### config.mk
export PLATFORM = sky130hd
export DESIGN_NAME = fetch_aligner
export DESIGN_NICKNAME = d
export VERILOG_FILES = /design/src/rtl/fetch_pkg.sv /design/src/rtl/fetch_aligner.sv
export SDC_FILE = /design/constraint.sdc
export NUM_CORES = 1
export LEC_CHECK = 0
export ABC_AREA = 0
export CORE_MARGIN = 8
export CORE_UTILIZATION = 44
export CTS_BUF_LIST = sky130_fd_sc_hd__clkbuf_16
export CTS_CLUSTER_DIAMETER = 40
export DETAILED_ROUTE_END_ITERATION = 10
export PLACE_DENSITY = 0.81
export SLEW_MARGIN = 20
export SYNTH_ARGS = -nofsm -noshare
export SYNTH_HDL_FRONTEND = slang
export SYNTH_SLANG_ARGS = --single-unit
### constraint.sdc
create_clock -name clk -period 2.9 [get_ports clk]
set_input_delay 0.29 -clock clk [delete_from_list [all_inputs] [get_ports clk]]
set_output_delay 0.29 -clock clk [all_outputs]
set_load 0.02 [all_outputs]
### src/rtl/fetch_pkg.sv
// fetch_pkg: shared state encoding and RVC helpers for the fetch aligner
package fetch_pkg;
  localparam int ILEN = 32;
  localparam logic [1:0] RVC_UNCOMP = 2'b11;
  typedef enum logic [1:0] {ALIGNED, HALF, SKIP} fa_state_e;
  function automatic logic is_rvc(input logic [15:0] h);
    return h[1:0] != RVC_UNCOMP;
  endfunction
endpackage

### src/rtl/fetch_aligner.sv
// fetch_aligner: RV32IC fetch pointer and halfword realigner feeding IF/ID
//   clk, rst                 clock, synchronous active-high reset
//   stall                    IF/ID not loading, current instruction held
//   redirect, redirect_pc    flush and restart fetch at redirect_pc
//   imem_rdata, imem_valid   word read at imem_addr and its valid flag
//   imem_addr, imem_req      word-aligned fetch address and request
//   inst_out, inst_pc        instruction (RVC zero-extended) and its PC
//   inst_compressed          inst_out is a 16-bit encoding
//   inst_valid               inst_* outputs are meaningful this cycle
module fetch_aligner
  import fetch_pkg::*;
#(
  parameter logic [31:0] RESET_PC = 32'h0000_0000
) (
  input  logic            clk,
  input  logic            rst,
  input  logic            stall,
  input  logic            redirect,
  input  logic [31:0]     redirect_pc,
  input  logic [31:0]     imem_rdata,
  input  logic            imem_valid,
  output logic [31:0]     imem_addr,
  output logic            imem_req,
  output logic [ILEN-1:0] inst_out,
  output logic [31:0]     inst_pc,
  output logic            inst_compressed,
  output logic            inst_valid
);
  fa_state_e   state_q, state_d;
  logic [31:2] fetch_addr_q, fetch_addr_d, fetch_inc;
  logic [15:0] hold_data_q, hold_data_d;
  logic [31:1] hold_pc_q, hold_pc_d;
  logic        hold_rvc, word_rvc, consume, take_hi, advance;
  logic        rpc_unused;
  assign rpc_unused = redirect_pc[0];
  assign hold_rvc   = is_rvc(hold_data_q);
  assign word_rvc   = is_rvc(imem_rdata[15:0]);
  assign fetch_inc  = fetch_addr_q + 30'd1;
  assign imem_addr  = {fetch_addr_q, 2'b00};
  always_comb begin
    imem_req        = !rst && !(state_q == HALF && hold_rvc);
    inst_valid      = !rst && !redirect &&
                      (state_q == ALIGNED ? imem_valid :
                       state_q == HALF    ? (hold_rvc || imem_valid) : 1'b0);
    inst_compressed = state_q == ALIGNED ? word_rvc : (state_q == HALF && hold_rvc);
    inst_pc         = state_q == HALF ? {hold_pc_q, 1'b0} : imem_addr;
    inst_out        = state_q == HALF    ? (hold_rvc ? {16'h0, hold_data_q} : {imem_rdata[15:0], hold_data_q}) :
                      state_q == ALIGNED ? (word_rvc ? {16'h0, imem_rdata[15:0]} : imem_rdata) : '0;
  end
  // take_hi: the upper halfword of the current word is buffered and the word pointer advances
  always_comb begin
    consume      = inst_valid && !stall;
    take_hi      = state_q == SKIP ? imem_valid :
                   consume && (state_q == ALIGNED ? word_rvc : !hold_rvc);
    advance      = take_hi || (consume && state_q == ALIGNED && !word_rvc);
    state_d      = redirect ? (redirect_pc[1] ? SKIP : ALIGNED) :
                   take_hi  ? HALF :
                   consume  ? ALIGNED : state_q;
    fetch_addr_d = redirect ? redirect_pc[31:2] : advance ? fetch_inc : fetch_addr_q;
    hold_data_d  = redirect ? 16'h0 : take_hi ? imem_rdata[31:16] : hold_data_q;
    hold_pc_d    = redirect ? 31'h0 : take_hi ? {fetch_addr_q, 1'b1} : hold_pc_q;
  end
  always_ff @(posedge clk) begin
    if (rst) begin
      state_q      <= RESET_PC[1] ? SKIP : ALIGNED;
      fetch_addr_q <= RESET_PC[31:2];
      hold_data_q  <= 16'h0;
      hold_pc_q    <= 31'h0;
    end else begin
      state_q      <= state_d;
      fetch_addr_q <= fetch_addr_d;
      hold_data_q  <= hold_data_d;
      hold_pc_q    <= hold_pc_d;
    end
  end
endmodule

; Word-level counts from Yosys, hierarchy flattened
; Index checks and enable logic that the tools add are counted.
[classes]
mux = 16
reduce_logical = 20
eq_ne = 4
add_sub_neg = 1
[op_table]
columns = cell, n
row1 = two-way mux 32 bit, 5
row2 = two-way mux 30 bit, 2
row3 = adder 30 x 1 -> 30 bit (second input constant), 1
row4 = logical AND 1 bit, 8
row5 = two-way mux 2 bit, 4
row6 = logical NOT 1 bit, 6
row7 = two-way mux 1 bit, 5
row8 = inequality test 2 bit (second input constant), 2
row9 = nonzero test 3 bit, 1
row10 = equality test 2 x 1 -> 1 bit (second input constant), 1
row11 = equality test 2 bit (second input constant), 1
row12 = logical NOT 2 bit, 1
row13 = logical OR 1 bit, 2
row14 = nonzero test 2 bit, 1
row15 = OR reduction 2 bit, 1
[word_totals]
in_bits = 69
output_inout_bits = 99
ff_bits = 79

; Logic depth before layout (Yosys ltp)
; Gate-level depths: netlist (run 1).
[depth]
ltp_word = 11
mapped_depth = 9

; Least setup slack after synthesis (run 1)
; OpenSTA, ideal clock, no wires.
[synth_path]
path_kind = reg2reg
startpoint = register fetch_addr_q[4] (netlist bit)
endpoint = register fetch_addr_q[27] (netlist bit)
setup_ns = 0.091
setup_slack_ns = 0.597
required_time_ns = 2.809
stages_incl_launch_ff = 7
n_path_buf = 1
t_arrival_ns = 2.212
path_cell_list = dfxtp_1 and4_4 nand2_4 or4b_4 buf_6 or4_1 a311oi_1
[synth_between]
elab_chain_len = 3
[synth_lines]
columns = element, line
row1 = from (decl), fetch_aligner.sv:30  ; logic [31:2] fetch_addr_q, fetch_addr_d, fetch_inc;
row2 = from (signal assigned), fetch_aligner.sv:66  ; fetch_addr_q <= RESET_PC[31:2];
row3 = from (signal assigned), fetch_aligner.sv:71  ; fetch_addr_q <= fetch_addr_d;
row4 = adder 30 x 1 -> 30 bit, fetch_aligner.sv:38  ; assign fetch_inc = fetch_addr_q + 30'd1;
row5 = two-way mux 30 bit (2 in a row), fetch_aligner.sv:59  ; fetch_addr_d = redirect ? redirect_pc[31:2] : advance ? fetch_inc : fetch_addr_q;
; Every way passes these cells. The select of a mux whose other input is x is not followed.
; A chain may end at the register's enable or synchronous reset.

; Worst setup path after layout (run 1)
[layout_path]
startpoint = register hold_data_q[1]
endpoint = output inst_out[28]
[layout_between]
elab_chain_len = 3
[layout_lines]
columns = element, line
row1 = from (decl), fetch_aligner.sv:31  ; logic [15:0] hold_data_q, hold_data_d;
row2 = from (signal assigned), fetch_aligner.sv:72  ; hold_data_q <= hold_data_d;
row3 = inequality test 2 bit, fetch_pkg.sv:7  ; return h[1:0] != RVC_UNCOMP;
row4 = two-way mux 32 bit (2 in a row), fetch_aligner.sv:47  ; inst_out = state_q == HALF ? (hold_rvc ? {16'h0, hold_data_q} : {imem_rdata[15:0], hold_data_q}) :
row5 = to (decl), fetch_aligner.sv:24  ; output logic [ILEN-1:0] inst_out,
; Every way passes these cells.

==> results of run 1 <==
-- where the power goes --
group	internal (mW)	leakage, nW	switching (mW)
Combinational	0.328	1.38	0.308
Clock	0.661	0.146	0.450
Sequential	1.12	0.645	0.0578
Total	2.11	2.17	0.816
-- per-stage QoR --
| step | area, um^2 | utilization [%] | hold WS (ns) | worst slack (ns) | instances |
|---|---|---|---|---|---|
| after detailed placement | 6030 | 62.8 | 0.468 | 0.209 | 758 |
| after global placement | 6030 | 62.8 | 0.447 | 0.229 | 758 |
| after global routing | 6320 | 65.8 | 0.515 | 0.186 | 774 |
| final | 6320 | 65.8 | 0.476 | 0.352 | 774 |
| after floorplan | 4290 | - | 0.399 | 0.597 | 486 |
| after CTS | 6320 | 65.8 | 0.483 | 0.340 | 774 |
-- per-layer routing --
| metal | wire length [um] | vias up | global-route usage, % |
|---|---|---|---|
| li1 | - | 2026 | - |
| met5 | 0 | - | 0 |
| met1 | 5930 | 1998 | 25.0 |
| met2 | 6690 | 163 | 35.8 |
| met3 | 1110 | 11 | 4.75 |
| met4 | 161 | 0 | 6.48 |
-- flip-flops by register name (all words and copies together), names as in the netlist --
name and count:
hold_data_q 16, hold_pc_q 31, fetch_addr_q 30, state_q 2
-- worst paths after layout --
check	cells past startpoint	end	slack (ns)
max	5	inst_out[28]	0.35
min	2	hold_pc_q[1]$_SDFFE_PP0P_	0.48
max reg2reg	5	fetch_addr_q[31]$_SDFFE_PP0P_	0.44
min reg2reg	2	hold_pc_q[1]$_SDFFE_PP0P_	0.48
-- kinds of logic after synthesis --
group	count (synthesis)
xor+xnor	19
flops	79
compound gates	69
fa+ha+maj	1
other cells	1
simple gates	178
mux	90
buf+inv	47
-- cells in the mapped netlist, types with 2 or more instances --
library cell	number
sky130_fd_sc_hd__nor4_1	7
sky130_fd_sc_hd__buf_2	5
sky130_fd_sc_hd__nor2_1	101
sky130_fd_sc_hd__nor3_1	12
sky130_fd_sc_hd__a311oi_1	9
sky130_fd_sc_hd__and4_2	2
sky130_fd_sc_hd__dfxtp_1	79
sky130_fd_sc_hd__a21oi_1	5
sky130_fd_sc_hd__xnor2_1	18
sky130_fd_sc_hd__nand2_1	20
sky130_fd_sc_hd__o31ai_1	3
sky130_fd_sc_hd__mux2_2	26
sky130_fd_sc_hd__or3_1	6
sky130_fd_sc_hd__a211oi_1	17
sky130_fd_sc_hd__clkbuf_1	21
sky130_fd_sc_hd__nand3_1	7
sky130_fd_sc_hd__buf_6	2
sky130_fd_sc_hd__mux2i_1	64
sky130_fd_sc_hd__o21ai_0	13
sky130_fd_sc_hd__inv_1	7
sky130_fd_sc_hd__a22o_1	16
sky130_fd_sc_hd__nand4_1	6
sky130_fd_sc_hd__and3_1	2
sky130_fd_sc_hd__or4_1	4
sky130_fd_sc_hd__buf_4	6
sky130_fd_sc_hd__buf_1	2
-- worst register-to-register path, stage by stage (launching register included) --
cell	delay, ns
sky130_fd_sc_hd__dfxtp_1	0.48
sky130_fd_sc_hd__and4_1	0.40
sky130_fd_sc_hd__nand2_1	0.17
sky130_fd_sc_hd__or4b_4	0.59
sky130_fd_sc_hd__or4_1	0.50
sky130_fd_sc_hd__a311oi_1	0.24
-- layout make-up --
| cell class | instances | area [um^2] | area share [%] |
|---|---|---|---|
| sequential | 79 | 1580 | 25.0 |
| timing repair buffer | 178 | 1740 | 27.6 |
| clock inverter | 7 | 66.3 | 1.05 |
| inverter | 8 | 30.0 | 0.475 |
| tap | 133 | 166 | 2.63 |
| multi-input combinational | 360 | 2500 | 39.6 |
| clock buffer | 9 | 225 | 3.57 |
==> results.json, run 1 <==
{
  "die_area_um2": 13100,
  "timing_max_transition_violations_final": 0,
  "yosys.area_share.simple_pct": 19.4,
  "maxClockFrequency_ghz": 0.392,
  "distinct_cell_type_count_after_synthesis": 50,
  "drt-wirelength-per-cell_um": 18.0,
  "critPathSlowestCell": "sky130_fd_sc_hd__clkdlybuf4s50_1",
  "dpl.hpwl_mm": 10.2,
  "clk_latency_ns": 0.33,
  "cts.hold.buffers_added": 0,
  "async_flop_share_pct": 0,
  "core_region_area_um2": 9590,
  "synth.yosys.seq_area_share_pct": 37.0,
  "cp_cell_sequence": "nand2_1 > nor3_2 > buf_4 > a22o_1 > clkdlybuf4s50_1",
  "main_combinational_cell_family_by_area_after_synthesis": "multiplexers",
  "final-setup-viol-count": 0,
  "slew_headroom_pct": 61.8,
  "synthMuxAreaShare_pct": 21.8,
  "layout.cells.most_common": "sky130_fd_sc_hd__clkdlybuf4s50_1",
  "htree_depth": 3,
  "netlist.area_leader.share_pct": 37.0,
  "detailroute.via_count": 4198,
  "synth-seq-cells": 79,
  "power.leakage_nw": 2.17,
  "layout_worst_path_cycle_share_pct": 87.9,
  "clk_pin_slew_worst_paths_ns": 0.06,
  "post_synth_main_area_contributors": "sky130_fd_sc_hd__dfxtp_1 37%, sky130_fd_sc_hd__mux2i_1 15%, sky130_fd_sc_hd__nor2_1 8.9%",
  "critPathRequiredTime_ns": 2.61,
  "post-cts-setup-buffers": 0,
  "netlist_instances": 484,
  "period_needed_ns": 2.55,
  "numCtsBuffers": 9,
  "synth_adder_area_share_pct": 0.292,
  "slowest_delay_ns": 0.61,
  "ioPinCount": 168,
  "vias_per_cell": 5.42,
  "cts.repair.resized": 0,
  "crit_family": "buffers and inverters",
  "hold_viol": 0,
  "antenna_found_initial": 0,
  "floorplan.initialDensity_pct": 44.6,
  "finish.net_count": 706,
  "most-common-layout-cells": "163 x sky130_fd_sc_hd__clkdlybuf4s50_1, 100 x sky130_fd_sc_hd__nor2_1, 79 x sky130_fd_sc_hd__dfxtp_1, 64 x sky130_fd_sc_hd__mux2i_1, 26 x sky130_fd_sc_hd__mux2_2",
  "fin_setup_tns_ns": 0,
  "min_from": "hold_pc_q[1]$_SDFFE_PP0P_",
  "critPathBufInv": 2,
  "tightestPinTransition_ns": 0.573,
  "synth_largest_area_cell": "sky130_fd_sc_hd__dfxtp_1",
  "status": "complete, no violations",
  "tritoncts_num_sinks": 79,
  "drcViolationCount": 0,
  "rsz_0062_raised_after_global_routing": "false",
  "cellPowerDensity_nw_per_um2": 463,
  "timing.max_cap.violations": 0,
  "chipHeight_um": 115,
  "num-fill-cells": 801,
  "post_synth_xor_area_fraction_pct": 3.89,
  "max_clock_buf_depth": 2,
  "synth_enable_flop_cells": 0,
  "syn_area_per_cell_um2": 8.84,
  "wire_length_of_the_first_global_routing_pass_mm": 22.0,
  "rr_startpoint": "fetch_addr_q[10]$_SDFFE_PP0P_",
  "crit_start": "hold_data_q[1]$_SDFFE_PP0P_",
  "worstSetupPathType": "reg2out",
  "ant_nets": 0,
  "root_buffer": "sky130_fd_sc_hd__clkbuf_16",
  "startpoint_type": "register",
  "antenna_cells": 0,
  "port_buffers": 163,
  "tritoncts": "built",
  "drt_first_iter_violations": 263,
  "skew_ns": 0.0101,
  "share_of_final_layout_standard_cells_stronger_than_drive_strength_1_pct": 10.5,
  "synth-compound-area-share_pct": 12.0,
  "worst_ir_drop_vdd_mv": 0.334,
  "finalWirelength_mm": 13.9,
  "critical_path.max_fanout": 11,
  "synth.yosys.warnings": 0,
  "floorplan.rows": 36,
  "holdCritPathClass": "reg2reg",
  "synthToLayoutAreaGrowth_pct": 47.6,
  "cp.arrival_ns": 2.26,
  "firstDrtPassIters": 4,
  "synth.cell_area_um2": 4280,
  "finalPower_mw": 2.93,
  "grt_overflow_total": 0,
  "place.gp.congestion": 0.844,
  "first_global_vias": 4236,
  "globalRouteTotalUtil_pct": 20.8,
  "timing.critical_path.to_type": "output port",
  "maximum_number_of_pins_on_one_net_before_global_route_repair": 51,
  "synth_flop_cell": "sky130_fd_sc_hd__dfxtp_1",
  "die_width_um": 115
}
Power figures use the tool's default switching activity.
==> run 2: changes to the inputs <==
- PLACE_DENSITY: 0.81 -> 0.89
==> run 2 against run 1 <==
Against the previous run: count of clock-buffer cells in the layout unchanged; non-clock buffer count stayed put; via count increased by 0.62%; combinational power rose by 0.8%; global-route usage is essentially flat; sequential power barely moved; utilization rose by 0.33 points; fmax shrank 2.5%; flip-flop and latch count unchanged; critical path type unchanged.
==> results.json, run 2 (synthesis results as in run 1) <==
{
  "status": "complete, no violations",
  "largest_register": "hold_pc_q",
  "timing.critical_path.to_type": "output port",
  "fin_util_pct": 66.2,
  "cp.arrival_ns": 2.32,
  "critPathSlowestCell": "sky130_fd_sc_hd__clkdlybuf4s50_1",
  "cts.hold.buffers_added": 0,
  "finish.net_count": 706,
  "finalWirelength_mm": 13.8,
  "place.gp.congestion": 0.899,
  "cellPowerDensity_nw_per_um2": 460,
  "antenna_cells": 0,
  "tritoncts": "built",
  "drcViolationCount": 0,
  "max_clock_buf_depth": 2,
  "firstDrtPassIters": 4,
  "numCtsBuffers": 9,
  "crit_family": "buffers and inverters",
  "ant_nets": 0,
  "reg_to_reg_slack_setup_ns": 0.48,
  "final_non_filler_cells": 774,
  "tritoncts_num_sinks": 79,
  "critPathBufInv": 2,
  "critical_path.max_fanout": 15,
  "critPathRequiredTime_ns": 2.61,
  "timing.max_cap.violations": 0,
  "cp_cell_sequence": "nor2_4 > buf_4 > mux2_2 > clkdlybuf4s50_1",
  "layout.cells.most_common": "sky130_fd_sc_hd__clkdlybuf4s50_1",
  "placement.setup.worst_slack_ns": 0.239,
  "clk_pin_slew_worst_paths_ns": 0.06,
  "hold_viol": 0,
  "regToRegEndpoint": "fetch_addr_q[31]$_SDFFE_PP0P_",
  "share_of_final_layout_standard_cells_stronger_than_drive_strength_1_pct": 10.6,
  "first_global_vias": 4330,
  "fin_setup_tns_ns": 0,
  "grt_overflow_total": 0,
  "maximum_number_of_pins_on_one_net_before_global_route_repair": 55,
  "die_area_um2": 13100,
  "cts.repair.resized": 0,
  "clk_latency_ns": 0.32,
  "r2r.worst_path.cells": 5,
  "port_buffers": 163,
  "root_buffer": "sky130_fd_sc_hd__clkbuf_16",
  "top_regs": "hold_pc_q: 31 flops, fetch_addr_q: 30 flops, hold_data_q: 16 flops",
  "slowest_delay_ns": 0.55,
  "floorplan.initialDensity_pct": 44.6,
  "min_from": "hold_pc_q[1]$_SDFFE_PP0P_",
  "period_needed_ns": 2.61,
  "vias_per_cell": 5.46,
  "tightestPinTransition_ns": 0.878,
  "rsz_0062_raised_after_global_routing": "false",
  "globalRouteTotalUtil_pct": 20.8,
  "worstSetupPathType": "reg2out",
  "drt_first_iter_violations": 281,
  "slew_headroom_pct": 41.4,
  "post-cts-setup-buffers": 0,
  "skew_ns": 0.00826,
  "die_width_um": 115,
  "fin_ws_ns": 0.286,
  "floorplan.rows": 36,
  "core_region_area_um2": 9590,
  "startpoint_type": "register",
  "power.leakage_nw": 2.17,
  "count_of_cells_along_the_worst_hold_path": 2,
  "ioPinCount": 168,
  "drt-wirelength-per-cell_um": 17.8,
  "synthToLayoutAreaGrowth_pct": 48.4,
  "detailroute.via_count": 4224,
  "wire_length_of_the_first_global_routing_pass_mm": 21.9,
  "min_delay_worst_endpoint": "hold_pc_q[1]$_SDFFE_PP0P_",
  "maxClockFrequency_ghz": 0.383,
  "dpl.hpwl_mm": 10.3,
  "crit_start": "state_q[1]$_SDFFE_PP0P_",
  "finalPower_mw": 2.92,
  "most-common-layout-cells": "163 x sky130_fd_sc_hd__clkdlybuf4s50_1, 100 x sky130_fd_sc_hd__nor2_1, 79 x sky130_fd_sc_hd__dfxtp_1, 64 x sky130_fd_sc_hd__mux2i_1, 26 x sky130_fd_sc_hd__mux2_2",
  "largest_reg_flops": 31,
  "worst_ir_drop_vdd_mv": 0.311,
  "holdCritPathClass": "reg2reg",
  "chipHeight_um": 115,
  "final-setup-viol-count": 0,
  "layout_worst_path_cycle_share_pct": 90.1,
  "rr_startpoint": "fetch_addr_q[10]$_SDFFE_PP0P_",
  "htree_depth": 3,
  "placed_cells_incl_taps": 758,
  "timing_max_transition_violations_final": 0,
  "antenna_found_initial": 0
}
==> run 2: routing by layer <==
layer	part of all wire, %	vias to the layer above	track usage [%]
met5	0	-	0
met4	2.4	0	8.43
met3	5.8	22	4.17
met2	51	154	37.7
met1	40	2022	23.0
li1	-	2026	-
==> run 2: final cells by class <==
| cell class | instances | area, um^2 |
|---|---|---|
| clock buffers | 9 | 225 |
| clock inverters | 7 | 65.1 |
| fillers | 785 | 3250 |
| inverters | 8 | 30.0 |
| multi-input cells | 360 | 2500 |
| flip-flops and latches | 79 | 1580 |
| well taps | 133 | 166 |
| repair buffers | 178 | 1780 |
==> run 2: how the worst max path moves through the flow <==
stage / slack (ns) / end / depth (start not counted)
floorplan: 0.60 / fetch_addr_q[27]$_SDFFE_PP0P_ / 6
global route: 0.17 / inst_pc[17] / 4
global placement: 0.31 / fetch_addr_q[31]$_SDFFE_PP0P_ / 6
CTS: 0.26 / inst_pc[17] / 4
finish: 0.29 / inst_pc[17] / 4
detailed placement: 0.24 / fetch_addr_q[31]$_SDFFE_PP0P_ / 6
==> run 2: worst min-delay path, cell delays in order (launching register included) <==
cell	delay, ns
sky130_fd_sc_hd__dfxtp_1	0.32
sky130_fd_sc_hd__nor2_1	0.05
sky130_fd_sc_hd__nor2_1	0.07
==> run 2: metrics by stage <==
step	hold WS [ns]	cell area, um^2
2_1_floorplan	0.399	4290
3_3_place_gp	0.443	6060
3_5_place_dp	0.464	6060
4_1_cts	0.478	6350
5_1_grt	0.506	6350
6_report	0.478	6350
==> run 2: power breakdown <==
| part | internal, mW | switching (mW) | leakage [nW] | total [mW] |
|---|---|---|---|---|
| registers | 1.12 | 0.0583 | 0.645 | 1.18 |
| logic | 0.332 | 0.308 | 1.38 | 0.641 |
| clock network | 0.661 | 0.435 | 0.146 | 1.10 |
| total | 2.12 | 0.802 | 2.17 | 2.92 |
==> run 3: changes to the inputs <==
- ABC_AREA: 0 -> default
==> results of run 3 <==
Final layout, timing and power as in run 2 (identical DEF).
